--- config.mk ---
export PLATFORM = sky130hd
export DESIGN_NAME = ipv4_hdr_checksum
export DESIGN_NICKNAME = d
export VERILOG_FILES = /design/src/rtl/ipv4_pkg.sv /design/src/rtl/ones_comp_acc.sv /design/src/rtl/ipv4_hdr_checksum.sv
export SDC_FILE = /design/constraint.sdc
export NUM_CORES = 1
export LEC_CHECK = 0
export ABC_CLOCK_PERIOD_IN_PS = 8000
export CAP_MARGIN = 10
export CORE_ASPECT_RATIO = 1.4
export CORE_UTILIZATION = 61
export DETAILED_ROUTE_END_ITERATION = 6
export PLACE_DENSITY = 0.9
export SYNTH_ARGS = -nofsm -noshare
export SYNTH_HDL_FRONTEND = slang
export SYNTH_HIERARCHICAL = 1
export SYNTH_SLANG_ARGS = --single-unit
--- constraint.sdc ---
create_clock -name clk -period 8 [get_ports clk]
set_input_delay 1.6 -clock clk [delete_from_list [all_inputs] [get_ports clk]]
set_output_delay 1.6 -clock clk [all_outputs]
set_load 0.005 [all_outputs]
--- src/rtl/ipv4_pkg.sv ---
// Shared constants, FSM encoding and ones'-complement arithmetic for the IPv4 header checker.
package ipv4_pkg;

    localparam logic [3:0] IPV4_VERSION = 4'd4;
    localparam logic [3:0] IHL_MIN      = 4'd5;
    localparam logic [3:0] IHL_MAX      = 4'd15;

    typedef enum logic [1:0] {
        IDLE  = 2'd0,
        ACCUM = 2'd1,
        DONE  = 2'd2
    } state_e;

    // 16-bit add with end-around carry; a single fold suffices because
    // the folded value is at most 0xFFFF.
    function automatic logic [15:0] ones_add(input logic [15:0] a, input logic [15:0] b);
        logic [16:0] sum17;
        sum17 = {1'b0, a} + {1'b0, b};
        return sum17[15:0] + {15'd0, sum17[16]};
    endfunction

endpackage

--- src/rtl/ones_comp_acc.sv ---
// 16-bit ones'-complement accumulator with synchronous clear and enable.
module ones_comp_acc
    import ipv4_pkg::*;
(
    input  logic        clk,
    input  logic        reset,
    input  logic        clr_i,
    input  logic        en_i,
    input  logic [15:0] din_i,
    output logic [15:0] sum_o
);

    logic [15:0] acc_q;
    logic [15:0] acc_d;

    // sum_o is what the accumulator becomes if din_i is accepted now.
    assign sum_o = ones_add(acc_q, din_i);

    always_comb begin
        acc_d = acc_q;
        if (clr_i) begin
            acc_d = '0;
        end else if (en_i) begin
            acc_d = sum_o;
        end
    end

    always_ff @(posedge clk or negedge reset) begin
        if (!reset) begin
            acc_q <= '0;
        end else begin
            acc_q <= acc_d;
        end
    end

endmodule

--- src/rtl/ipv4_hdr_checksum.sv ---
// Streams an IPv4 header in 16-bit words, verifies its checksum and format,
// and holds the verdict on a valid/ready result port until taken.
module ipv4_hdr_checksum
    import ipv4_pkg::*;
#(
    parameter int DATA_W = 16,
    parameter int CNT_W  = 5
) (
    input  logic              clk,
    input  logic              reset,
    input  logic              in_valid,
    output logic              in_ready,
    input  logic [DATA_W-1:0] in_data,
    output logic              out_valid,
    input  logic              out_ready,
    output logic              hdr_ok,
    output logic [15:0]       csum,
    output logic              err_version,
    output logic              err_ihl,
    output logic [CNT_W-1:0]  word_cnt
);

    state_e           state_q, state_d;
    logic [3:0]       ihl_q, ihl_d;
    logic [CNT_W-1:0] cnt_q, cnt_d;
    logic             in_ready_q, in_ready_d;
    logic             out_valid_q, out_valid_d;
    logic             hdr_ok_q, hdr_ok_d;
    logic [15:0]      csum_q, csum_d;
    logic             err_version_q, err_version_d;
    logic             err_ihl_q, err_ihl_d;
    logic [CNT_W-1:0] word_cnt_q, word_cnt_d;

    logic             acc_clr;
    logic             acc_en;
    logic [15:0]      acc_sum;
    logic             accept;
    logic             take;
    logic             last_word;
    logic             finish;

    ones_comp_acc u_acc (
        .clk   (clk),
        .reset (reset),
        .clr_i (acc_clr),
        .en_i  (acc_en),
        .din_i (in_data),
        .sum_o (acc_sum)
    );

    assign accept    = in_valid && in_ready_q;
    assign take      = out_valid_q && out_ready;
    assign last_word = (cnt_q + 1'b1) == CNT_W'({ihl_q, 1'b0});

    always_comb begin
        state_d       = state_q;
        ihl_d         = ihl_q;
        cnt_d         = cnt_q;
        out_valid_d   = out_valid_q;
        hdr_ok_d      = hdr_ok_q;
        csum_d        = csum_q;
        err_version_d = err_version_q;
        err_ihl_d     = err_ihl_q;
        word_cnt_d    = word_cnt_q;
        acc_clr       = 1'b0;
        acc_en        = 1'b0;
        finish        = 1'b0;

        case (state_q)
            IDLE: begin
                if (accept) begin
                    // The accumulator is zero here, so adding the first word loads it.
                    ihl_d         = in_data[11:8];
                    err_version_d = (in_data[15:12] != IPV4_VERSION);
                    acc_en        = 1'b1;
                    cnt_d         = CNT_W'(1);
                    if (in_data[11:8] < IHL_MIN) begin
                        err_ihl_d = 1'b1;
                        finish    = 1'b1;
                    end else begin
                        state_d = ACCUM;
                    end
                end
            end
            ACCUM: begin
                if (accept) begin
                    acc_en = 1'b1;
                    cnt_d  = cnt_q + 1'b1;
                    finish = last_word;
                end
            end
            DONE: begin
                if (take) begin
                    state_d       = IDLE;
                    ihl_d         = '0;
                    cnt_d         = '0;
                    acc_clr       = 1'b1;
                    out_valid_d   = 1'b0;
                    hdr_ok_d      = 1'b0;
                    csum_d        = '0;
                    err_version_d = 1'b0;
                    err_ihl_d     = 1'b0;
                    word_cnt_d    = '0;
                end
            end
            default: begin
                state_d = IDLE;
            end
        endcase

        // Result is captured from the sum that includes the word accepted this cycle.
        if (finish) begin
            state_d     = DONE;
            out_valid_d = 1'b1;
            csum_d      = ~acc_sum;
            hdr_ok_d    = (acc_sum == 16'hFFFF) && !err_version_d && !err_ihl_d;
            word_cnt_d  = cnt_d;
        end

        in_ready_d = (state_d != DONE);
    end

    always_ff @(posedge clk or negedge reset) begin
        if (!reset) begin
            state_q       <= IDLE;
            ihl_q         <= '0;
            cnt_q         <= '0;
            in_ready_q    <= 1'b0;
            out_valid_q   <= 1'b0;
            hdr_ok_q      <= 1'b0;
            csum_q        <= '0;
            err_version_q <= 1'b0;
            err_ihl_q     <= 1'b0;
            word_cnt_q    <= '0;
        end else begin
            state_q       <= state_d;
            ihl_q         <= ihl_d;
            cnt_q         <= cnt_d;
            in_ready_q    <= in_ready_d;
            out_valid_q   <= out_valid_d;
            hdr_ok_q      <= hdr_ok_d;
            csum_q        <= csum_d;
            err_version_q <= err_version_d;
            err_ihl_q     <= err_ihl_d;
            word_cnt_q    <= word_cnt_d;
        end
    end

    assign in_ready    = in_ready_q;
    assign out_valid   = out_valid_q;
    assign hdr_ok      = hdr_ok_q;
    assign csum        = csum_q;
    assign err_version = err_version_q;
    assign err_ihl     = err_ihl_q;
    assign word_cnt    = word_cnt_q;

endmodule

# Yosys cells after proc, flatten, opt, wreduce, memory -nomap -nowiden
# Index checks and enable logic that the tools add are counted.
# classes
add_sub_neg	3
mul	0
n_div	0
n_lt_le_gt_ge	1
n_eq_ne	8
n_shift	0
n_mux	39
n_bitwise	1
n_reduce_logical	14
# ops
operator	n
$mux W16	5
$mux W5	6
$add A16 B16 Y17	1
$add A16 B1 Y16	1
$eq A16 B16 Y1 const B	1
$mux W1	16
$not A16 Y16	1
$pmux W5 S3	1
$mux W2	4
$mux W4	2
$pmux W4 S2	1
$reduce_bool A2 Y1	4
$ne A2 B2 Y1 const B	3
$pmux W1 S2	3
$pmux W2 S3	1
$add A5 B1 Y5 const B	1
$eq A5 B5 Y1	1
$logic_and A1 B1 Y1	4
$lt A4 B3 Y1 const B	1
$ne A4 B3 Y1 const B	1
$reduce_and A3 Y1	1
$eq A2 B1 Y1 const B	1
$eq A2 B2 Y1 const B	1
$logic_not A1 Y1	2
other kinds (3)	3
# totals
reg_bits	53
latchBits	0
ram_bits	0
romBits	0
in_bits	20
out_inout_bits	26
wordCells	77
mem_count	0

# Longest topological paths before layout
# Gate-level depths: netlist of the first run.
# logic_depth
ltp_word	7
ltp_mapped	19
mapped_depth_nobuf	19

# By module
# The synthesis of the first run kept the hierarchy.
# modules_own_cells
mod	n_inst	cells_per_inst	area_each_um2	seq_area_each_um2
ones_comp_acc	1	223	2052.0	400.4
ipv4_hdr_checksum	1	165	1810.5	925.9

# Least setup slack after synthesis of the first run
# OpenSTA, ideal clock, no wires.
# synth_timing
path_kind	input port to flip-flop
startpoint	input port in_data[0]
endpoint	register hdr_ok_q (netlist: hdr_ok)
setup_time_ns	0.079
arrival_ns	5.325
t_required_ns	7.921
path_slack_ns	2.596
path_stages	19
path_buffers	0
path_cell_list	ha_1 > fa_1 > a21o_1 > nand4_1 > a211o_1 > nand3_1 > a31oi_1 > o21bai_1 > ha_1 > and3_1 > nand3_1 > nor4_4 > o2111ai_1 > xnor3_1 > inv_1 > nand4_1 > or4_1 > or4b_1 > mux2i_1
# synth_between
elab_chain_cells	6
# synth_lines
element	line	rtl
from (decl)	ipv4_hdr_checksum.sv:13	input logic [DATA_W-1:0] in_data,
$add A16 B16 Y17	ipv4_pkg.sv:18	sum17 = {1'b0, a} + {1'b0, b};
$add A16 B1 Y16	ipv4_pkg.sv:19	return sum17[15:0] + {15'd0, sum17[16]};
net acc_sum[15]	ipv4_hdr_checksum.sv:36	logic [15:0] acc_sum;
$eq A16 B16 Y1	ipv4_hdr_checksum.sv:116	hdr_ok_d = (acc_sum == 16'hFFFF) && !err_version_d && !err_ihl_d;
$logic_and A1 B1 Y1 (2 in series)	ipv4_hdr_checksum.sv:116	
$mux W1	ipv4_hdr_checksum.sv:112	if (finish) begin
to (signal assigned)	ipv4_hdr_checksum.sv:141	hdr_ok_q <= hdr_ok_d;
to (decl)	ipv4_hdr_checksum.sv:28	logic hdr_ok_q, hdr_ok_d;
# The timed path passes the listed nets, and every way through them passes these cells.
# A chain may end at the register's enable or synchronous reset.

# Final worst setup path of the first run
# Same ends and word-level chain as after synthesis.

==> results of run 1 <==
[worst max-delay path, cell delays in order]
cell	delay (ns)
clkdlybuf4s50_1	0.46
ha_1	0.22
fa_1	0.24
a21o_1	0.16
nand4_1	0.23
a211o_1	0.37
nand3_1	0.12
a31oi_1	0.10
o21bai_1	0.17
ha_1	0.20
and3_1	0.20
nand3_1	0.19
nor4_4	0.34
o2111ai_1	0.17
xnor3_1	0.23
inv_1	0.10
nand4_1	0.11
or4_1	0.52
or4b_1	0.48
mux2i_1	0.13
[flip-flops by register name, indices dropped and copies added (netlist names)]
register,flops
csum,16
u_acc/acc_q,16
cnt_q,5
word_cnt,5
ihl_q,4
state_q,2
err_ihl,1
err_version,1
hdr_ok,1
in_ready,1
out_valid,1
[final timing paths]
check	start	endpoint	cells after the start
max	in_data[0]	hdr_ok	20
min in group asynchronous	reset	u_acc/acc_q[5]	2
max in group asynchronous	reset	word_cnt[0]	2
max reg2reg	u_acc/acc_q[5]	hdr_ok	17
min	csum[1]	csum[1]	2
min reg2reg	csum[1]	csum[1]	2
[cells in the final DEF, fill, tap and decap left out, types with 3 or more instances in the layout]
| cell type | count |
|---|---|
| a21o_1 | 6 |
| a211oi_2 | 4 |
| mux2i_1 | 27 |
| xor2_1 | 12 |
| and3_1 | 3 |
| nand2_1 | 39 |
| dfrtp_1 | 53 |
| clkdlybuf4s50_1 | 44 |
| nor4_4 | 3 |
| inv_1 | 16 |
| nand4_1 | 8 |
| nand3_1 | 15 |
| o21ai_0 | 12 |
| a21oi_1 | 16 |
| o21a_1 | 5 |
| nor3b_1 | 4 |
| xnor2_1 | 11 |
| clkbuf_8 | 5 |
| and2_1 | 8 |
| buf_4 | 3 |
| mux2_2 | 3 |
| nor2_1 | 31 |
| nor3_1 | 5 |
| o211ai_1 | 4 |
| ha_1 | 20 |
| a22oi_1 | 4 |
| o21bai_1 | 4 |
[cell families after synthesis]
group           after synthesis  synth area share (%)
compound gates               87                 18.47
xor+xnor                     25                 6.511
fa+ha+maj                    21                 6.997
buf+inv                      34                 5.086
flops                        53                 34.34
mux                          32                 8.649
simple gates                136                 19.96
[power by group]
part / internal [uW] / switching (uW)
sequential: 386 / 87.3
combinational: 551 / 728
clock: 94.1 / 97.1
total: 1030 / 912
[area by class of cell]
type	instances	share of cell area (%)
Sequential cell	53	30.16
Clock buffer	5	1.565
Clock inverter	3	0.9957
Timing Repair Buffer	48	10.64
Multi-Input combinational cell	301	53.20
Tap cell	70	1.991
Inverter	17	1.451
[layer usage]
metal	vias to the layer above	GRT usage, %	routed length [um]
li1	1484	-	-
met3	21	3.246	255
met2	83	55.58	5005
met1	1530	31.79	3622
met4	0	8.163	181
met5	-	0	0
[through the flow]
| stage | instances | util [%] | total power (uW) | hold WS, ns |
|---|---|---|---|---|
| final | 497 | 73.46 | 1943 | 0.5366 |
| after global routing | 497 | 73.46 | 2080 | 0.5632 |
| after CTS | 497 | 73.46 | 1936 | 0.5392 |
| after global placement | 489 | 71.58 | 1708 | 0.5060 |
| after floorplan | 388 | - | 1392 | 0.4889 |
| after detailed placement | 489 | 71.58 | 1739 | 0.5178 |
[synth_stat cells, types with 2 or more instances]
cell	instances
dfrtp_1	53
nand2_1	39
nor2_1	31
mux2i_1	27
ha_1	20
a21oi_1	16
inv_1	16
nand3_1	15
o21ai_0	12
xor2_1	12
xnor2_1	11
and2_1	8
nand4_1	8
a21o_1	6
buf_2	6
buf_6	5
nor3_1	5
o21a_1	5
a211oi_2	4
a22oi_1	4
clkbuf_1	4
nor3b_1	4
o211ai_1	4
o21bai_1	4
and3_1	3
mux2_2	3
nor4_4	3
a211oi_1	2
a31oi_1	2
a32o_1	2
and3b_1	2
mux2_4	2
o2111ai_1	2
o2111ai_4	2
o21ai_1	2
o2bb2ai_1	2
==> summary.txt, run 1 <==
STA
  – Slew Limit Fails: 0
  – Fmax: 0.1634 GHz
  – Worst Tran Pin Value: roughly 1.1 ns
  – Final setup violation count: 0
  – RSZ-0062 raised after global routing: false
  – Post-route minimum period: 6.122 ns
  – Final-report hold violation count: 0
  – Post-Route Setup TNS: 0 ns
  – Slack of the critical path: 1.878 ns
  – Clock skew: between 0.009 and 0.01 ns
  – Worst slew margin: 26.15%
  – Tcrit/Tclk final: 76.52%

Setup path
  – Startpoint types: input pin
  – Crit Path Max Fanout: 5
  – Worst endpoint required time: 8.23 ns
  – Critical path arrival: 6.35 ns
  – CP Class: input pin to register
  – CP endpoint kind: register
  – Setup slack, reg-to-reg: about 3.3 ns

Global routing
  – Number of global-route vias before repair: a little over 3,000
  – Global Route Usage Sum: 28.21%
  – Largest net degree at the start of global routing: 54
  – Antenna violations before repair: 0
  – First-pass GRT wire length: 14,870 um
  – Total gr overflow: 0

Status
  – Status: finished, final reports clean

CTS
  – Clk_lat worst skew: 0.31 ns
  – CTS tree: yes
  – Reg clk slew, reported paths: 0.10 ns
  – Num CTS Buffers: 5
  – # H-tree levels: 2
  – Root Buffer: clkbuf_8
  – Gates resized, CTS repair: 0
  – Setup repair bufs after CTS: 0
  – Clk buf depth: 2
  – Post-CTS Hold Buffers: 0
  – Clock sinks: 53

Placement
  – GP Congestion: about 0.9
  – Final HPWL DP: 6837 um
  – Area of placed instances: 0.004285 sq mm
  – Port Buffers: 45
  – Place WS: 1.627 ns

Job
  – Max-cap viol count: 0

Finish
  – Multi-input combinational cell area: 0.002340 sq mm
  – Final instance area: 0.004398 sq mm
  – FF/Latch Area: 0.001326 sq mm
  – Final net count: 467
  – N_diodes: 0
  – Layout fillers: 472
  – Area grow syn2layout: 13.86%
  – Fraction of layout cells with a size suffix above 1: 10.07%

Synthesis
  – Sequential area share after synthesis: 34.34%
  – Synth cell types: 78
  – Post-synth top area share: 34.34%
  – Post-synth EDFFs: 0
  – Syn Std Cell Area: 0.003862 sq mm
  – Syn avg cell area: 9.955 sq um
  – Post-synthesis cell count: 388
  – Post-synth ARST share: 100.0%
  – Synth Flop Type: dfrtp_1
  – Largest cells by area after synthesis: dfrtp_1 (34%), mux2i_1 (7.0%), ha_1 (6.5%)
  – Yosys top cell by area: dfrtp_1
  – Synth Warn #: 6
  – Yosys reg bits: 53
  – Synthesized Nets: about 430

Power
  – Cell area power density: 441.7 mW/mm^2
  – Worst VDD drop: 0.2446 mV
  – Pleak: 0.002022 uW

Die
  – Core area: 0.005987 sq mm
  – Row count: 33
  – Initial Util: around 65%
  – Die height: 96.15 um
  – Die area: 0.006658 sq mm
  – Die X: 69.25 um
  – # IOs: 46

Drt
  – Via count: 3,118
  – DR pass1 iterations: 5
  – Vias per inst: 6.274
  – Antenna Nets Post-Route: 0
  – Drt initial violations: 144
  – # DRC: 0
  – Drt wl/cell: 18.24 um
  – Wirelength, routed: 9065 um

Min path
  – Hold crit path type: register to register
No activity file was read; power rests on OpenSTA's default activity.
==> run 2, diff against run 1 <==
Settings changed: ABC_CLOCK_PERIOD_IN_PS 8000 to 6400, CORE_UTILIZATION 61 to 57, PLACE_DENSITY 0.9 to 0.85.
Clock period 8 ns to 6.4 ns, I/O delays scaled along.
==> run 2 against run 1 <==
Against the previous run: register-to-register slack worse by 1.7 ns; total power is 23% higher; wire length is 2.5% lower; largest power group unchanged; critical path type unchanged; final cell count is 1.2% higher.
==> summary.txt, run 2 (same netlist as run 1, synthesis figures left out) <==
Status
  – Status: finished, final reports clean

Setup path
  – Crit-path leading delay family: simple AND/OR/NAND/NOR gates
  – CP cell instances: clkdlybuf4s50_1, ha_1, fa_1, a21o_1, nand4_1, a211o_1, nand3_1, a31oi_1, o21bai_1, ha_1, and3_1, nand3_1, nor4_4, o2111ai_1, xnor3_1, inv_1, nand4_1, or4_1, or4b_1, mux2i_1
  – Critical path arrival: 6.07 ns (-0.28 ns)
  – Worst endpoint required time: 6.62 ns (-1.61 ns)
  – Worst path slowest cell: or4_1
  – CP endpoint kind: register
  – Worst Path Buf+Inv: 2 (unchanged)
  – Startpoint types: input pin
  – Critical path's largest stage delay: 0.51 ns (about the same)
  – Crit Path Max Fanout: 5 (unchanged)
  – CP Class: input pin to register

Drt
  – # DRC: 0 (unchanged)
  – Drt wl/cell: 17.57 um (-3.7%)
  – Wirelength, routed: 8839 um (-2.5%)
  – DR pass1 iterations: 4 (-1)
  – Drt initial violations: 120 (-17%)
  – Vias per inst: 6.213 (-0.97%)
  – Antenna Nets Post-Route: 0 (unchanged)
  – Via count: 3,125 (+0.22%)

Global routing
  – First-pass GRT wire length: 14,700 um (-1.1%)
  – Antenna violations before repair: 0 (unchanged)
  – Largest net degree at the start of global routing: 54 (unchanged)
  – Number of global-route vias before repair: 3,147 (+1.1%)
  – Total gr overflow: 0 (unchanged)
  – Global Route Usage Sum: 26.21% (-2.0 points)

Die
  – # IOs: 46 (unchanged)
  – Die height: 99.40 um (+3.4%)
  – Initial Util: 58.80% (-5.7 points)
  – Row count: 35 (+6.1%)
  – Die X: 71.57 um (+3.4%)
  – Die area: 0.007114 sq mm (+6.8%)
  – Core area: 0.006569 sq mm (+9.7%)

Placement
  – GP Congestion: 0.9218 (+1.8%)
  – Placed insts: 495 (+1.2%)
  – Final HPWL DP: 6609 um (-3.3%)
  – Port Buffers: 45 (unchanged)

Finish
  – Final net count: 469 (+0.43%)
  – Post-Layout Cell Count: 503 (+1.2%)
  – Fraction of layout cells with a size suffix above 1: 10.26% (+0.19 points)
  – Most common cell after layout, fill and taps aside: dfrtp_1
  – Most frequent cells in the layout: dfrtp_1 (53), clkdlybuf4s50_1 (44), nand2_1 (39)
  – Layout fillers: 520 (+10%)
  – N_diodes: 0 (unchanged)
  – Area grow syn2layout: 13.70%

CTS
  – Post-CTS Hold Buffers: 0 (unchanged)
  – Root Buffer: clkbuf_8
  – CTS tree: yes
  – Clock sinks: 53 (unchanged)
  – Clk_lat worst skew: 0.31 ns (about the same)
  – Reg clk slew, reported paths: 0.10 ns (about the same)
  – Gates resized, CTS repair: 0 (unchanged)
  – Clk buf depth: 2 (unchanged)
  – # H-tree levels: 2 (unchanged)
  – Num CTS Buffers: 5 (unchanged)
  – Setup repair bufs after CTS: 0 (unchanged)

Power
  – Switching fraction of total power: 47.17% (+0.23 points)
  – Sequential Power Share: 24.6% (+0.3 points)
  – Combinational Power Share: 67.5% (+1.7 points)
  – Sw Pwr: 1131 uW (+24%)
  – Cell area power density: 545.8 mW/mm^2 (+24%)
  – Pleak: 0.002019 uW (-0.16%)
  – Power Internal: 1266 uW (+23%)
  – Clock power share: 7.9% (-1.9 points)
  – Worst VDD drop: 0.3223 mV (+32%)

STA
  – Final setup violation count: 0 (unchanged)
  – Worst Tran Pin Value: 1.085 ns (-0.02287 ns)
  – Tcrit/Tclk final: between 90% and 100%
  – Post-Route Setup TNS: 0 ns (unchanged)
  – Fmax: 0.1709 GHz
  – Slew Limit Fails: 0 (unchanged)
  – Clock skew: 0.009424 ns (+0.0001091 ns)
  – Worst slew margin: 27.67% (+1.5 points)
  – Final-report hold violation count: 0 (unchanged)
  – RSZ-0062 raised after global routing: false
  – Post-route minimum period: 5.852 ns

Job
  – Max-cap viol count: 0 (unchanged)

Min path
  – Hold crit path type: register to register
## run 2: cell types whose count changed in the layout (fill, tap and decap cells not counted)
cell,change
bufinv_16,-1
buf_4,+2
clkbuf_1,+1
## run 2: worst paths after layout
check / from / endpoint / slack, ns / cells after the start
max: in_data[0] / hdr_ok / 0.55 / 20
min: csum[6] / csum[6] / 0.53 / 2
max reg2reg: u_acc/acc_q[5] / hdr_ok / 1.62 / 17
min reg2reg: csum[6] / csum[6] / 0.53 / 2
max in group asynchronous: reset / u_acc/acc_q[6] / 4.86 / 2
min in group asynchronous: reset / ihl_q[2] / 1.08 / 2
## run 2: area by class of cell
| type | instances | area (sq um) | area share [%] |
|---|---|---|---|
| multi-input cells | 301 | 2340 | 53.28 |
| well taps | 74 | 92.59 | 2.108 |
| inverters | 17 | 63.81 | 1.453 |
| clock inverters | 2 | 13.76 | 0.3134 |
| repair buffers | 50 | 483.0 | 11.00 |
| clock buffers | 6 | 72.57 | 1.652 |
| flip-flops and latches | 53 | 1326 | 30.20 |
## run 2: per-stage QoR
step	util (%)	hold slack (ns)	worst slack (ns)	area, sq um	power, uW
2_1_floorplan	-	0.4889	1.316	3862	1740
3_3_place_gp	65.54	0.5082	0.5289	4305	2150
3_5_place_dp	65.54	0.5215	0.3460	4305	2192
4_1_cts	66.86	0.5390	0.6374	4392	2390
5_1_grt	66.86	0.5629	0.2765	4392	2572
6_report	66.86	0.5338	0.5476	4392	2397
## run 2: power groups by stage
stage / Sequential, uW / Combinational (uW) / Clock (uW)
finish: 590 / 1620 / 189
global route: 606 / 1760 / 206
CTS: 590 / 1610 / 193
detailed placement: 597 / 1600 / 0
global placement: 594 / 1560 / 0
floorplan: 567 / 1170 / 0
## run 2: worst register-to-register path, stage by stage (launching register included)
cell and delay (ns):
dfrtp_1 0.41, ha_1 0.52, nand4_1 0.30, a211o_1 0.37
nand3_1 0.14, a31oi_1 0.10, o21bai_1 0.14, ha_1 0.20
and3_1 0.21, nand3_1 0.20, nor4_4 0.36, o2111ai_1 0.18
xnor3_1 0.25, inv_1 0.09, nand4_1 0.09, or4_1 0.51
or4b_1 0.48, mux2i_1 0.14
## run 2: per-layer routing
layer | GRT usage (%) | vias up | wire length [um]
met5 | 0 | - | 0
met4 | 9.955 | 0 | 280
met3 | 4.255 | 27 | 345
met2 | 49.08 | 92 | 4676
met1 | 29.33 | 1511 | 3537
li1 | - | 1495 | -
==> run 3, diff against run 2 <==
Settings changed: CAP_MARGIN 10 to 30, CTS_CLUSTER_DIAMETER set to 40.
==> run 3 against run 2 <==
Against the previous run: register-to-register slack better by 0.11 ns; utilization is 0.42 points higher; global-route usage is 0.57 points higher; first-iteration DRC count is 23% lower; clock-buffer cell count stayed put; clock power is 2% higher; sequential power hardly changed; worst setup slack better by 0.13 ns; worst hold slack worse by 0.0011 ns; non-clock buffer count is 1 higher; largest cell class unchanged.
==> summary.txt, run 3 (same netlist as run 1, synthesis figures left out) <==
Die
  – Die X: 71.57 um (unchanged)
  – Die area: 0.007114 sq mm (unchanged)
  – # IOs: 46 (unchanged)
  – Row count: 35 (unchanged)
  – Initial Util: 58.80% (unchanged)
  – Die height: 99.40 um (unchanged)
  – Core area: 0.006569 sq mm (unchanged)

Global routing
  – Busiest layer in global routing: met2
  – Met1 usage: 30.78% (+1.4 points)
  – Number of global-route vias before repair: 3,199 (+1.7%)
  – Largest net degree at the start of global routing: 54 (unchanged)
  – First-pass GRT wire length: 14,910 um (+1.4%)
  – Met2 Track Usage GR: 49.52% (+0.44 points)
  – Antenna violations before repair: 0 (unchanged)
  – GR Util met3: 3.850% (-0.41 points)
  – Total gr overflow: 0 (unchanged)
  – Global Route Usage Sum: 26.78% (+0.57 points)

Drt
  – Via count: 3,104 (-0.67%)
  – Wirelength, routed: 8783 um (-0.63%)
  – Vias per inst: 6.159 (-0.87%)
  – Drt wl/cell: 17.43 um (-0.83%)
  – Drt initial violations: 93 (-23%)
  – DR pass1 iterations: 4 (unchanged)
  – # DRC: 0 (unchanged)
  – Antenna Nets Post-Route: 0 (unchanged)

Setup path
  – Setup slack, reg-to-reg: 1.73 ns (+0.11 ns)
  – Crit Path Max Fanout: 5 (unchanged)
  – FF-to-FF Start: u_acc/acc_q[5]
  – Crit. Startpoint: in_data[0]
  – Reg2Reg Depth: 17 (unchanged)
  – Critical path arrival: 5.96 ns (-0.11 ns)
  – Worst setup path endpoint: hdr_ok
  – CP Class: input pin to register
  – CP endpoint kind: register
  – R2R Path End: hdr_ok
  – Worst endpoint required time: 6.64 ns (+0.02 ns)
  – Startpoint types: input pin

CTS
  – Setup repair bufs after CTS: 0 (unchanged)
  – Clk_lat worst skew: 0.31 ns (about the same)
  – CTS tree: yes
  – # H-tree levels: 2 (unchanged)
  – Clk buf depth: 2 (unchanged)
  – Reg clk slew, reported paths: 0.10 ns (about the same)
  – Gates resized, CTS repair: 0 (unchanged)
  – Post-CTS Hold Buffers: 0 (unchanged)
  – Root Buffer: clkbuf_8
  – Clock sinks: 53 (unchanged)
  – Num CTS Buffers: 5 (unchanged)

Status
  – Status: finished, final reports clean

Finish
  – Post-Layout Cell Count: 504 (+0.20%)
  – N_diodes: 0 (unchanged)
  – Final instance area: 0.004419 sq mm (+0.63%)
  – Final net count: 470 (+0.21%)
  – Area grow syn2layout: 14.42%
  – Layout fillers: 535 (+2.9%)
  – Most frequent cells in the layout: dfrtp_1 (53), clkdlybuf4s50_1 (44), nand2_1 (39)
  – Most common cell after layout, fill and taps aside: dfrtp_1
  – Fraction of layout cells with a size suffix above 1: 10.47% (+0.21 points)

STA
  – Slew Limit Fails: 0 (unchanged)
  – Final setup violation count: 0 (unchanged)
  – Final-report hold violation count: 0 (unchanged)
  – Clock skew: 0.005680 ns (-0.003744 ns)
  – Worst slew margin: 55.12% (+27 points)
  – Post-Route Setup TNS: 0 ns (unchanged)
  – Worst Tran Pin Value: 0.6725 ns (-0.4124 ns)
  – WHS: 0.5327 ns (-0.001102 ns)
  – Post-route minimum period: 5.725 ns (-0.1276 ns)
  – Tcrit/Tclk final: 89.45% (-2.0 points)
  – Fmax: 0.1747 GHz (+2.2%)
  – RSZ-0062 raised after global routing: false

Placement
  – Placed insts: 496 (+0.20%)
  – Final HPWL DP: 6710 um (+1.5%)
  – Port Buffers: 45 (unchanged)
  – GP Congestion: 0.9218 (unchanged)
  – Area of placed instances: 0.004333 sq mm (+0.64%)

Power
  – Worst VDD drop: 0.3030 mV (-6.0%)
  – Cell area power density: 543.8 mW/mm^2 (-0.37%)
  – Pleak: 0.002033 uW (+0.68%)

Min path
  – Hold crit path type: register to register

Job
  – Max-cap viol count: 0 (unchanged)
==> run 3: worst min-delay path by stage <==
stage,startpoint,to,slack [ns],depth (start not counted)
3_3_place_gp,u_acc/acc_q[3],u_acc/acc_q[3],0.51,2
6_report,csum[6],csum[6],0.53,2
5_1_grt,csum[14],csum[14],0.56,2
2_1_floorplan,ihl_q[3],ihl_q[3],0.49,2
4_1_cts,csum[13],csum[13],0.54,2
3_5_place_dp,out_valid,out_valid,0.52,2
==> run 3: where the power goes <==
part | switching (uW) | internal [uW]
combinational | 907 | 713
clock | 115 | 78.3
sequential | 108 | 482
==> run 3: worst max-delay path, stage by stage <==
cell and delay [ns]:
clkdlybuf4s50_1 0.46, ha_1 0.22, fa_1 0.24, a21o_1 0.16, nand4_1 0.22, a211o_1 0.36, nand3_1 0.13, a31oi_1 0.10
o21bai_1 0.13, ha_1 0.19, and3_1 0.21, nand3_1 0.20, nor4_4 0.35, o2111ai_1 0.17, xnor3_1 0.25, inv_1 0.09
nand4_1 0.09, or4_1 0.50, or4b_1 0.46, mux2i_1 0.13
==> run 3: metal layers <==
metal	wire length, um	part of all wire, %
met1	3483	40
met2	4696	53
met3	331	3.8
met4	272	3.1
met5	0	0
==> run 3: final cells by class <==
cell class / count / area (sq um) / area share, %
Timing Repair Buffer: 51 / 510.5 / 11.55
Inverter: 17 / 63.81 / 1.444
Multi-Input combinational cell: 301 / 2340 / 52.94
Sequential cell: 53 / 1326 / 30.01
Clock buffer: 6 / 72.57 / 1.642
Clock inverter: 2 / 13.76 / 0.3114
Tap cell: 74 / 92.59 / 2.095
==> run 3: stage by stage <==
stage,power [uW],worst slack (ns),util (%)
floorplan,1740,1.316,-
global placement,2150,0.5289,65.54
detailed placement,2205,0.3944,65.96
CTS,2406,0.7082,67.28
global route,2586,0.2853,67.28
finish,2403,0.6752,67.28
